### src/rtl/pipeline_hazard_ctrl.sv
// Hazard and stall controller for a 5-stage pipeline.
// It handles load-use bubbles, taken-branch flushes, and data-memory wait holds with a timeout.
module pipeline_hazard_ctrl #(
  parameter int MEM_TIMEOUT = 16,
  parameter int CNT_W       = 16
) (
  input  logic             clk,
  input  logic             reset,
  input  logic [4:0]       if_id_rs,
  input  logic [4:0]       if_id_rt,
  input  logic             if_id_uses_rt,
  input  logic             id_ex_MemRead,
  input  logic [4:0]       id_ex_rt,
  input  logic             ex_mem_Branch,
  input  logic             ex_mem_zero,
  input  logic             ex_mem_MemRead,
  input  logic             ex_mem_MemWrite,
  input  logic             dmem_ready,
  output logic             dmem_req,
  output logic             PCSrc,
  output logic             pc_write,
  output logic             if_id_write,
  output logic             id_ex_bubble,
  output logic             flush_if_id,
  output logic             flush_id_ex,
  output logic             flush_ex_mem,
  output logic             pipe_hold,
  output logic             state,
  output logic             mem_err,
  output logic [CNT_W-1:0] stall_cnt,
  output logic [CNT_W-1:0] flush_cnt
);

  localparam int WAIT_W = $clog2(MEM_TIMEOUT + 1);

  typedef enum logic {
    RUN      = 1'b0,
    MEM_WAIT = 1'b1
  } state_e;

  state_e              state_q, state_d;
  logic [WAIT_W-1:0]   wait_q, wait_d;
  logic                mem_err_q, mem_err_d;
  logic [CNT_W-1:0]    stall_q, stall_d;
  logic [CNT_W-1:0]    flush_q, flush_d;

  logic out_en;
  logic access;
  logic taken;
  logic load_use;
  logic timeout_hit;
  logic mem_hold;

  // The reset input is active-low: combinational outputs are only driven while out of reset.
  assign out_en      = reset;
  assign access      = ex_mem_MemRead | ex_mem_MemWrite;
  assign taken       = ex_mem_Branch & ex_mem_zero;
  assign load_use    = id_ex_MemRead && (id_ex_rt != 5'd0) &&
                       ((id_ex_rt == if_id_rs) || (if_id_uses_rt && (id_ex_rt == if_id_rt)));
  assign timeout_hit = (state_q == MEM_WAIT) && (wait_q == WAIT_W'(MEM_TIMEOUT));
  assign mem_hold    = access & ~dmem_ready & ~timeout_hit;

  always_comb begin
    dmem_req     = 1'b0;
    PCSrc        = 1'b0;
    pc_write     = 1'b0;
    if_id_write  = 1'b0;
    id_ex_bubble = 1'b0;
    flush_if_id  = 1'b0;
    flush_id_ex  = 1'b0;
    flush_ex_mem = 1'b0;
    pipe_hold    = 1'b0;
    if (out_en) begin
      dmem_req = access;
      if (mem_hold) begin
        pipe_hold = 1'b1;
      end else if (taken) begin
        PCSrc        = 1'b1;
        flush_if_id  = 1'b1;
        flush_id_ex  = 1'b1;
        flush_ex_mem = 1'b1;
        pc_write     = 1'b1;
        if_id_write  = 1'b1;
      end else if (load_use) begin
        id_ex_bubble = 1'b1;
      end else begin
        pc_write    = 1'b1;
        if_id_write = 1'b1;
      end
    end
  end

  always_comb begin
    state_d   = mem_hold ? MEM_WAIT : RUN;
    wait_d    = mem_hold ? wait_q + WAIT_W'(1) : '0;
    mem_err_d = mem_err_q | (timeout_hit & access & ~dmem_ready);
    stall_d   = stall_q;
    flush_d   = flush_q;
    if ((pipe_hold | id_ex_bubble) && (stall_q != {CNT_W{1'b1}})) begin
      stall_d = stall_q + CNT_W'(1);
    end
    if (flush_if_id && (flush_q != {CNT_W{1'b1}})) begin
      flush_d = flush_q + CNT_W'(1);
    end
  end

  always_ff @(posedge clk or negedge reset) begin
    if (!reset) begin
      state_q   <= RUN;
      wait_q    <= '0;
      mem_err_q <= 1'b0;
      stall_q   <= '0;
      flush_q   <= '0;
    end else begin
      state_q   <= state_d;
      wait_q    <= wait_d;
      mem_err_q <= mem_err_d;
      stall_q   <= stall_d;
      flush_q   <= flush_d;
    end
  end

  assign state     = state_q;
  assign mem_err   = mem_err_q;
  assign stall_cnt = stall_q;
  assign flush_cnt = flush_q;

endmodule

### config.mk
export PLATFORM = sky130hd
export DESIGN_NAME = pipeline_hazard_ctrl
export DESIGN_NICKNAME = d
export VERILOG_FILES = /design/src/rtl/pipeline_hazard_ctrl.sv
export SDC_FILE = /design/constraint.sdc
export NUM_CORES = 1
export LEC_CHECK = 0
export CAP_MARGIN = 10
export CORE_ASPECT_RATIO = 0.9
export CORE_MARGIN = 1.5
export CORE_UTILIZATION = 40
export DETAILED_ROUTE_END_ITERATION = 6
export GPL_TIMING_DRIVEN = 0
export PLACE_DENSITY = 0.71
export SETUP_SLACK_MARGIN = 0.05
export SLEW_MARGIN = 5
export SYNTH_ARGS = -nofsm -noshare
export SYNTH_HDL_FRONTEND = slang
export SYNTH_SLANG_ARGS = --single-unit
### constraint.sdc
create_clock -name clk -period 2.71 [get_ports clk]
set_clock_uncertainty 0.15 [all_clocks]
set_input_delay 0.4065 -clock clk [delete_from_list [all_inputs] [get_ports clk]]
set_output_delay 0.4065 -clock clk [all_outputs]
set_load 0.01 [all_outputs]
==> qor.yml <==
status: "complete, no violations"
path_buf_inv: 3
p_leak_nw: 1.37
cts_tree: "yes"
final_util_pct: 61.3
timing.rr.start: "wait_q[0]$_DFF_PN0_"
p_per_area_mw_per_mm2: 524
critPathMaxFanout: 5
vias: 1766
grt_max_degree: 24
die_x_um: 79.3
fmax_ghz: 0.388
finalPower_mw: 1.59
synth_most_common_cell: "dfrtp_1"
cts_root_buf: "clkbuf_8"
synthTopCellsByCount: "39 x dfrtp_1, 24 x xnor2_1, 21 x nand2_1, 21 x nor2_1, 16 x xor2_1"
reg2reg_slack_ps: 490
dp_hpwl_um: 3520
cap_violations: 0
synth_cell_types: 45
vias_per_cell: 4.97
antenna_found_initial: 0
grt_pass1_wl_um: 7690
setup_viol: 0
drt_iter0_markers: 82
initial_utilization_pct: 42.3
rsz0062_at_grt: "no"
synth_top_area_cell: "dfrtp_1"
slew_headroom_pct: 48.6
clk_latency_ps: 290
syn-instance-count: 203
seq_area_frac_synth_pct: 46.6
die_y_um: 71.7
ys_seq_elements: 39
cts_max_level: 2
antenna_cells: 0
crit_top_cell: "clkdlybuf4s50_1"
crit_type: "in -> out"
syn-num-nets: 231
coreArea_mm2: 0.00495
clk_path_buf_depth: 2
ys_async_sr_fraction_pct: 100
cp_cell_sequence: "clkdlybuf4s50_1 -> o21bai_2 -> a21o_4 -> inv_2 -> nor3_4 -> clkdlybuf4s50_1"
synth_edf_count: 0
fin_crit_sh_pct: 95.0
fin_nets: 317
drc_errors: 0
ir_worst_vdd_v: 0.000463
drive_gt1_share_pct: 14.5
synth_top_area_share_pct: 46.6
slew_viol_final: 0
synth_area_leaders: "dfrtp_1 47%, xnor2_1 10%, xor2_1 6.7%, nand2_1 3.8%, nor2_1 3.8%"
drt_first_pass_iters: 4
worstHoldPathType: "reg -> reg"
final_hold_viol_count: 0
cts_buffers: 5
start_kind: "input pin"
grt_overflow: 0
portBuffers: 66
worst_pin_slew_ps: 768
period_needed_ps: 2580
avgRoutedWirePerCell_um: 13.3
grt_pass1_vias: 1676
min_to: "mem_err$_DFF_PN0_"
required_ps: 2150
gp_congestion: 0.755
drt.antenna.violating_nets: 0
endpoint_kind: "primary output"
min_from: "mem_err$_DFF_PN0_"
slowest_stage: "clkdlybuf4s50_1"
min_path_cells: 1
reg2reg_to: "stall_cnt[5]$_DFFE_PN0P_"
syn_to_final_growth_pct: 44.9
synthFlopType: "dfrtp_1"
ys.warnings.count: 0
arrival_ps: 2020
die_area_mm2: 0.00568
rows: 24
drt-total-wl_um: 4730
syn_area_mm2: 0.00209
clkTransAtPathRegs_ps: 70
grt_usage_pct: 17.5
critPathTopFamily: "buffers and inverters"
ff2ff_path_depth: 8
synth.avg_cell_area_um2: 10.3
slowest_delay_ps: 600
cp-startpoint: "ex_mem_MemRead"
io_pins: 67
clkSinkCount: 39
routing by layer:
layer	wire [um]	vias up	global-route usage [%]	share of wire (%)
met3	345	9	6.37	7.3
met4	90	0	4.68	1.9
met2	2190	55	29.4	46
met5	0	-	0	0
li1	-	860	-	-
met1	2100	842	21.4	44
report_power, final:
group,switching (mW),internal (mW)
combinational,0.176,0.269
sequential,0.106,0.663
clock,0.197,0.181
flip-flops by register name (all words and copies together) (netlist names):
name / flops
flush_cnt: 16
stall_cnt: 16
wait_q: 5
mem_err: 1
state: 1
placed cells by master, fill, tap and decap left out, types with 8 or more instances in the layout:
cell type | synthesis | routed
dfrtp_1 | 39 | 39
nand3_1 | 11 | 11
xnor2_1 | 24 | 24
clkdlybuf4s50_1 | 0 | 54
inv_1 | 8 | 8
nand2_1 | 21 | 21
xor2_1 | 16 | 16
nor3_1 | 9 | 9
buf_4 | 4 | 17
nor2_1 | 21 | 20
worst max path at each step:
stage / to / cells past startpoint / slack (ps)
after floorplan: stall_cnt[1]$_DFFE_PN0P_ / 6 / 560
after global placement: flush_ex_mem / 5 / -1770
after detailed placement: pc_write / 7 / -420
after CTS: flush_id_ex / 7 / 50
after global routing: PCSrc / 5 / 50
final: PCSrc / 6 / 130
area by class of cell:
type | count | area (um2)
inverters | 9 | 33.8
clock inverters | 1 | 5.00
fillers | 459 | 1920
repair buffers | 79 | 772
plain buffers | 4 | 30.0
flip-flops and latches | 39 | 976
clock buffers | 7 | 76.3
well taps | 65 | 81.3
multi-input cells | 151 | 1060
cells by family (layout without fill, tap and decap cells):
family                     after synthesis  after routing  share of synthesized area (%)
xor gates and xnor gates                40             40                           16.7
muxes                                    3              3                           1.73
and+or+nand+nor                         90             90                           23.4
adders and majority gates                4              4                           2.39
AOI/OAI and AO/OA                       14             14                           6.15
buffers and inverters                   13            100                           3.05
DFF                                     39             39                           46.6
repair_timing:
action                                  4_1_cts  5_1_grt
pin swaps                                     4        0
hold buffers                                  2        0
setup buffers                                 4        6
endpoints found under the setup margin        7        6
hold endpoints to repair                     16        0
resized for setup                             9        5
stage by stage:
step	TNS (ps)	worst slack, ps	hold WS (ps)	cell area [um2]	cells
5_1_grt	0	51.5	351	3040	355
3_5_place_dp	-1540	-416	252	2860	335
6_report	0	135	325	3040	355
2_1_floorplan	0	562	-39.1	2090	203
3_3_place_gp	-51850	-1770	316	2840	334
4_1_cts	0	51.4	331	2990	349
No activity file was read; power rests on OpenSTA's default activity.
==> variant 1, RTL diff (same flow settings) <==
`flush_q` no longer has a reset.
--- a/src/rtl/pipeline_hazard_ctrl.sv
+++ b/src/rtl/pipeline_hazard_ctrl.sv
@@ -110,14 +110,16 @@
       wait_q    <= '0;
       mem_err_q <= 1'b0;
       stall_q   <= '0;
-      flush_q   <= '0;
     end else begin
       state_q   <= state_d;
       wait_q    <= wait_d;
       mem_err_q <= mem_err_d;
       stall_q   <= stall_d;
-      flush_q   <= flush_d;
     end
+  end
+
+  always_ff @(posedge clk) begin
+    flush_q <= flush_d;
   end
 
   assign state     = state_q;
Formal check against the unedited RTL: differs if reset is asserted again (counterexample within 4 cycles, from zero or initial values and one cycle with reset low); with reset held inactive, the same outputs for 10 cycles.
==> variant 1 against the original RTL <==
Non-clock buffer count down 6. Routed wire length down 1.5%. Setup slack worse by 0.020 ns. Power down 8.0%. Synthesized area down 0.78%. Cell area down 2.4%. Fmax down 0.77%. Sequential cell count unchanged. Critical path type unchanged. Synthesized cell count down 7.4%. Critical endpoint is now pc_write.
==> variant 1: results (changes against the original RTL) <==
dpl hpwl - 3440 um (-2.3%)
Post-synth EDFFs - 16 (+16)
Nets - 294 (-7.3%)
vias per inst - 4.92 (-1.1%)
Yosys cell types - 35 (-22%)
WP data arrival - 2.04 ns (+0.02 ns)
crit-path max FO - 3 (-2)
share of layout cells above drive strength 1 - 12.0% (-2.5 points)
fill count - 441 (-3.9%)
placed inst area - 2820 sq um (-1.4%)
worst slack, placed - -0.976 ns (-0.560 ns)
synth top area cells - dfrtp_1, edfxtp_1, xnor2_1, nand3_1, xor2_1
Async SR Flop Fraction - 59.0% (-41 points)
top cells by count, synth - xnor2_1, dfrtp_1, nand3_1
Synth Area in Compound Gates - 5.18% (-0.98 points)
sequential element share of the synthesized area - 50.8% (+4.2 points)
static leakage - 1.19 nW (-13%)
DR iter-0 viols - 52 (-37%)
status - finished clean
met3 routed WL - 200 um (-42%)
CP peak stage delay - 0.56 ns (-0.04 ns)
Routed Wire Length - 4660 um (-1.5%)
measured slew at the worst slew-check pin - 1.06 ns (+0.293 ns)
post-synthesis mux area share - 0.542% (-1.2 points)
Worst VDD drop - 0.573 mV (+24%)
Post-Syn Nets - 216 (-6.5%)
metal2 WL - 2240 um (+2.4%)
CP max stage cell - or4_4
Met1 Wirelength - 2180 um (+3.8%)
global-route wire length before repair - 7760 um (+0.90%)
GP Congestion - 0.820 (+8.7%)
==> variant 1: cell count changes after synthesis, sizes merged, moves of 6 or more <==
cell | unedited run | this run
dfrtp | 39 | 23
edfxtp | 0 | 16
nand2 | 22 | 11
nand3 | 11 | 19
nor2 | 23 | 14
nor3 | 12 | 5
xnor2 | 24 | 31
xor2 | 16 | 10
==> variant 1: final cells by class <==
class	instances	area (sq um)	share of cell area (%)
Buffer	6	45.0	1.52
Clock buffer	6	72.6	2.45
Clock inverter	2	12.5	0.422
Inverter	10	37.5	1.27
Multi-Input combinational cell	133	977	33.0
Sequential cell	39	1060	35.7
Tap cell	65	81.3	2.75
Timing Repair Buffer	71	679	22.9
==> variant 1: path summary, 6_finish.rpt <==
| check | depth (start not counted) | to | slack (ns) | startpoint |
|---|---|---|---|---|
| max in group asynchronous | 2 | stall_cnt[3] | 1.03 | reset |
| worst max-delay path | 7 | pc_write | 0.11 | id_ex_rt[1] |
| worst min register to register | 1 | mem_err | 0.34 | mem_err |
| worst max register to register | 6 | flush_cnt[3] | 0.25 | wait_q[3] |
| min in group asynchronous | 2 | stall_cnt[14] | 0.73 | reset |
| worst min-delay path | 1 | mem_err | 0.34 | mem_err |
==> variant 1: worst reg2reg max path: stages (launching register included) <==
cell	delay (ns)
dfrtp_1	0.40
nor4bb_2	0.33
a21o_1	0.17
buf_6	0.14
nand2_2	0.11
nor2_4	0.18
and2_1	0.62
==> variant 1: through the flow <==
step	hold WS, ns	TNS (ns)	std cells
2_1_floorplan	-0.0391	0	188
3_3_place_gp	0.317	-26.53	319
3_5_place_dp	0.315	-26.97	319
4_1_cts	0.337	0	332
5_1_grt	0.375	0	332
6_report	0.337	0	332
==> variant 1: what timing repair did <==
| item | 4_1_cts | 5_1_grt |
|---|---|---|
| setup buffers | 4 | 0 |
| resized for setup | 24 | 1 |
| hold buffers | 1 | 0 |
| endpoints found under the hold margin | 23 | 0 |
| pin swaps | 6 | 1 |
| endpoints found under the setup margin | 34 | 1 |
| gates cloned | 0 | 0 |
==> variant 1: routing by layer <==
layer | up-vias | GRT usage, %
met1 | 778 | 23.9
met3 | 4 | 4.33
met2 | 35 | 27.6
met5 | - | 0
li1 | 817 | -
met4 | 0 | 6.04
==> variant 1: kinds of logic (layout without fill, tap and decap cells) <==
family          Yosys count  count (layout)
flops                    39              39
simple gates             75              75
buf+inv                  16              95
fa+ha+maj                 4               4
compound gates           12              12
mux                       1               1
xor+xnor                 41              41
==> variant 1: power by group through the flow <==
stage	Clock, mW	Sequential [mW]	Combinational [mW]
after floorplan	0	0.763	0.131
after global placement	0	0.752	0.331
after detailed placement	0	0.752	0.336
after CTS	0.391	0.743	0.342
after global routing	0.413	0.754	0.369
final	0.381	0.743	0.340
==> variant 2, RTL diff (same flow settings) <==
Without the edit above. The parameter `MEM_TIMEOUT` goes from 16 to 32.
--- a/src/rtl/pipeline_hazard_ctrl.sv
+++ b/src/rtl/pipeline_hazard_ctrl.sv
@@ -1,7 +1,7 @@
 // Hazard and stall controller for a 5-stage pipeline.
 // It handles load-use bubbles, taken-branch flushes, and data-memory wait holds with a timeout.
 module pipeline_hazard_ctrl #(
-  parameter int MEM_TIMEOUT = 16,
+  parameter int MEM_TIMEOUT = 32,
   parameter int CNT_W       = 16
 ) (
   input  logic             clk,
Function: same outputs for any inputs over 10 cycles, from zero or initial values and one cycle with reset low; that may be too few to reach the edited logic, so the function may still have changed.
==> variant 2 against the original RTL <==
Sequential cell count is 1 higher. Power is 2.6% lower. Utilization is 1.4 points lower. Synthesized area is 3.5% higher. Highest routed layer unchanged. Routed wire length is 0.51% lower. Fmax hardly changed. Cell area is 3.0% higher. Setup slack worse by 0.0019 ns.
==> variant 2: results (changes against the original RTL) <==
synth top area cells - dfrtp_1, xnor2_1, xor2_1, nand3_1, nor2_1
Hold-fix buffers, CTS - 2 (unchanged)
Synth Area in XOR/XNOR - 16.2% (-0.56 points)
fraction of area in multi-input gates - 35.1% (+0.099 points)
met1 Usage GRT - 23.2% (+1.8 points)
static leakage - 1.35 nW (-1.5%)
measured slew at the worst slew-check pin - 0.533 ns (-0.236 ns)
dpl cells - 339 (+1.2%)
Synth Area in Compound Gates - 5.83% (-0.32 points)
routing usage on met3 - 4.63% (-1.7 points)
Buffers excl. clock - 86 (+3.6%)
GP Congestion - 0.793 (+5.0%)
dpl hpwl - 3460 um (-1.7%)
sequential element share of the synthesized area - 46.2% (-0.41 points)
clock sink count - 40 (+2.6%)
Clk. pwr - 351 uW (-7.1%)
Routed Wire Length - 4700 um (-0.51%)
Nets - 319 (+0.63%)
fill count - 470 (+2.4%)
ant diodes - 0 (unchanged)
CP max stage cell - or4_4
Comb group - 437 uW (-2%)
worst slack, placed - -0.424 ns (-0.00802 ns)
top cells by count, synth - dfrtp_1, xnor2_1, nor2_1
share of layout cells above drive strength 1 - 19.4% (+4.9 points)
post-synthesis mux area share - 1.56% (-0.17 points)
met3 routed WL - 209 um (-39%)
#MultiIn Comb - 148 (-2.0%)
global-route wire length before repair - 8020 um (+4.3%)
Mapped Cells - 205 (+0.99%)
Worst VDD drop - 0.438 mV (-5.3%)
metal2 WL - 2360 um (+7.5%)
Layout non-clock buf frac - 26.6% (+0.19 points)
Post-CTS Setup Bufs - 7 (+3)
Met1 Wirelength - 2090 um (-0.52%)
clock buffer count - 5 (-2)
status - finished clean
nonclk inv count - 10 (+1)
Yosys cell types - 42 (-6.7%)
Clock-cell share - 2.20% (-0.48 points)
P_int - 1.09 mW (-2.2%)
grt met2 use - 29.5% (+0.065 points)
WP data arrival - 2.02 ns (about the same)
Post-Syn Nets - 233 (+0.87%)
DR iter-0 viols - 47 (-43%)
Gates resized, CTS repair - 18 (+9)
Synth warnings - 0 (unchanged)
CP peak stage delay - 0.54 ns (-0.06 ns)
number of global-route vias before repair - 1,757 (+4.8%)
adder-cell share of the synthesized area - 2.31% (-0.080 points)
vias - 1,746 (-1.1%)
Worst Hold Class - in2async
Total GRT Usage - 18.0% (+0.47 points)
vias per inst - 4.90 (-1.4%)
crit-path max FO - 4 (-1)
largest net degree at the start of global routing - 29 (+21%)
variant 2: changes by cell type after synthesis, sizes merged, moves of 4 or more:
cell and delta:
nand2 -6, nand3 +5, xnor2 +5, xor2 -5
nor3 -4
variant 2: final timing paths:
check / cells past startpoint / startpoint / slack [ns] / endpoint
min: 3 / reset / 0.05 / stall_cnt[14]
max reg2reg: 11 / wait_q[1] / 0.39 / flush_cnt[15]
max in group asynchronous: 2 / reset / 1.52 / flush_cnt[0]
max: 6 / id_ex_rt[1] / 0.13 / pc_write
min in group clk: 1 / flush_cnt[15] / 0.33 / flush_cnt[15]
min reg2reg: 1 / flush_cnt[15] / 0.33 / flush_cnt[15]
variant 2: metrics by stage:
| stage | cell area, sq um | power, mW |
|---|---|---|
| CTS | 3090 | 1.56 |
| global placement | 2910 | 1.18 |
| detailed placement | 2930 | 1.19 |
| floorplan | 2170 | 0.951 |
| finish | 3130 | 1.55 |
| global route | 3130 | 1.64 |
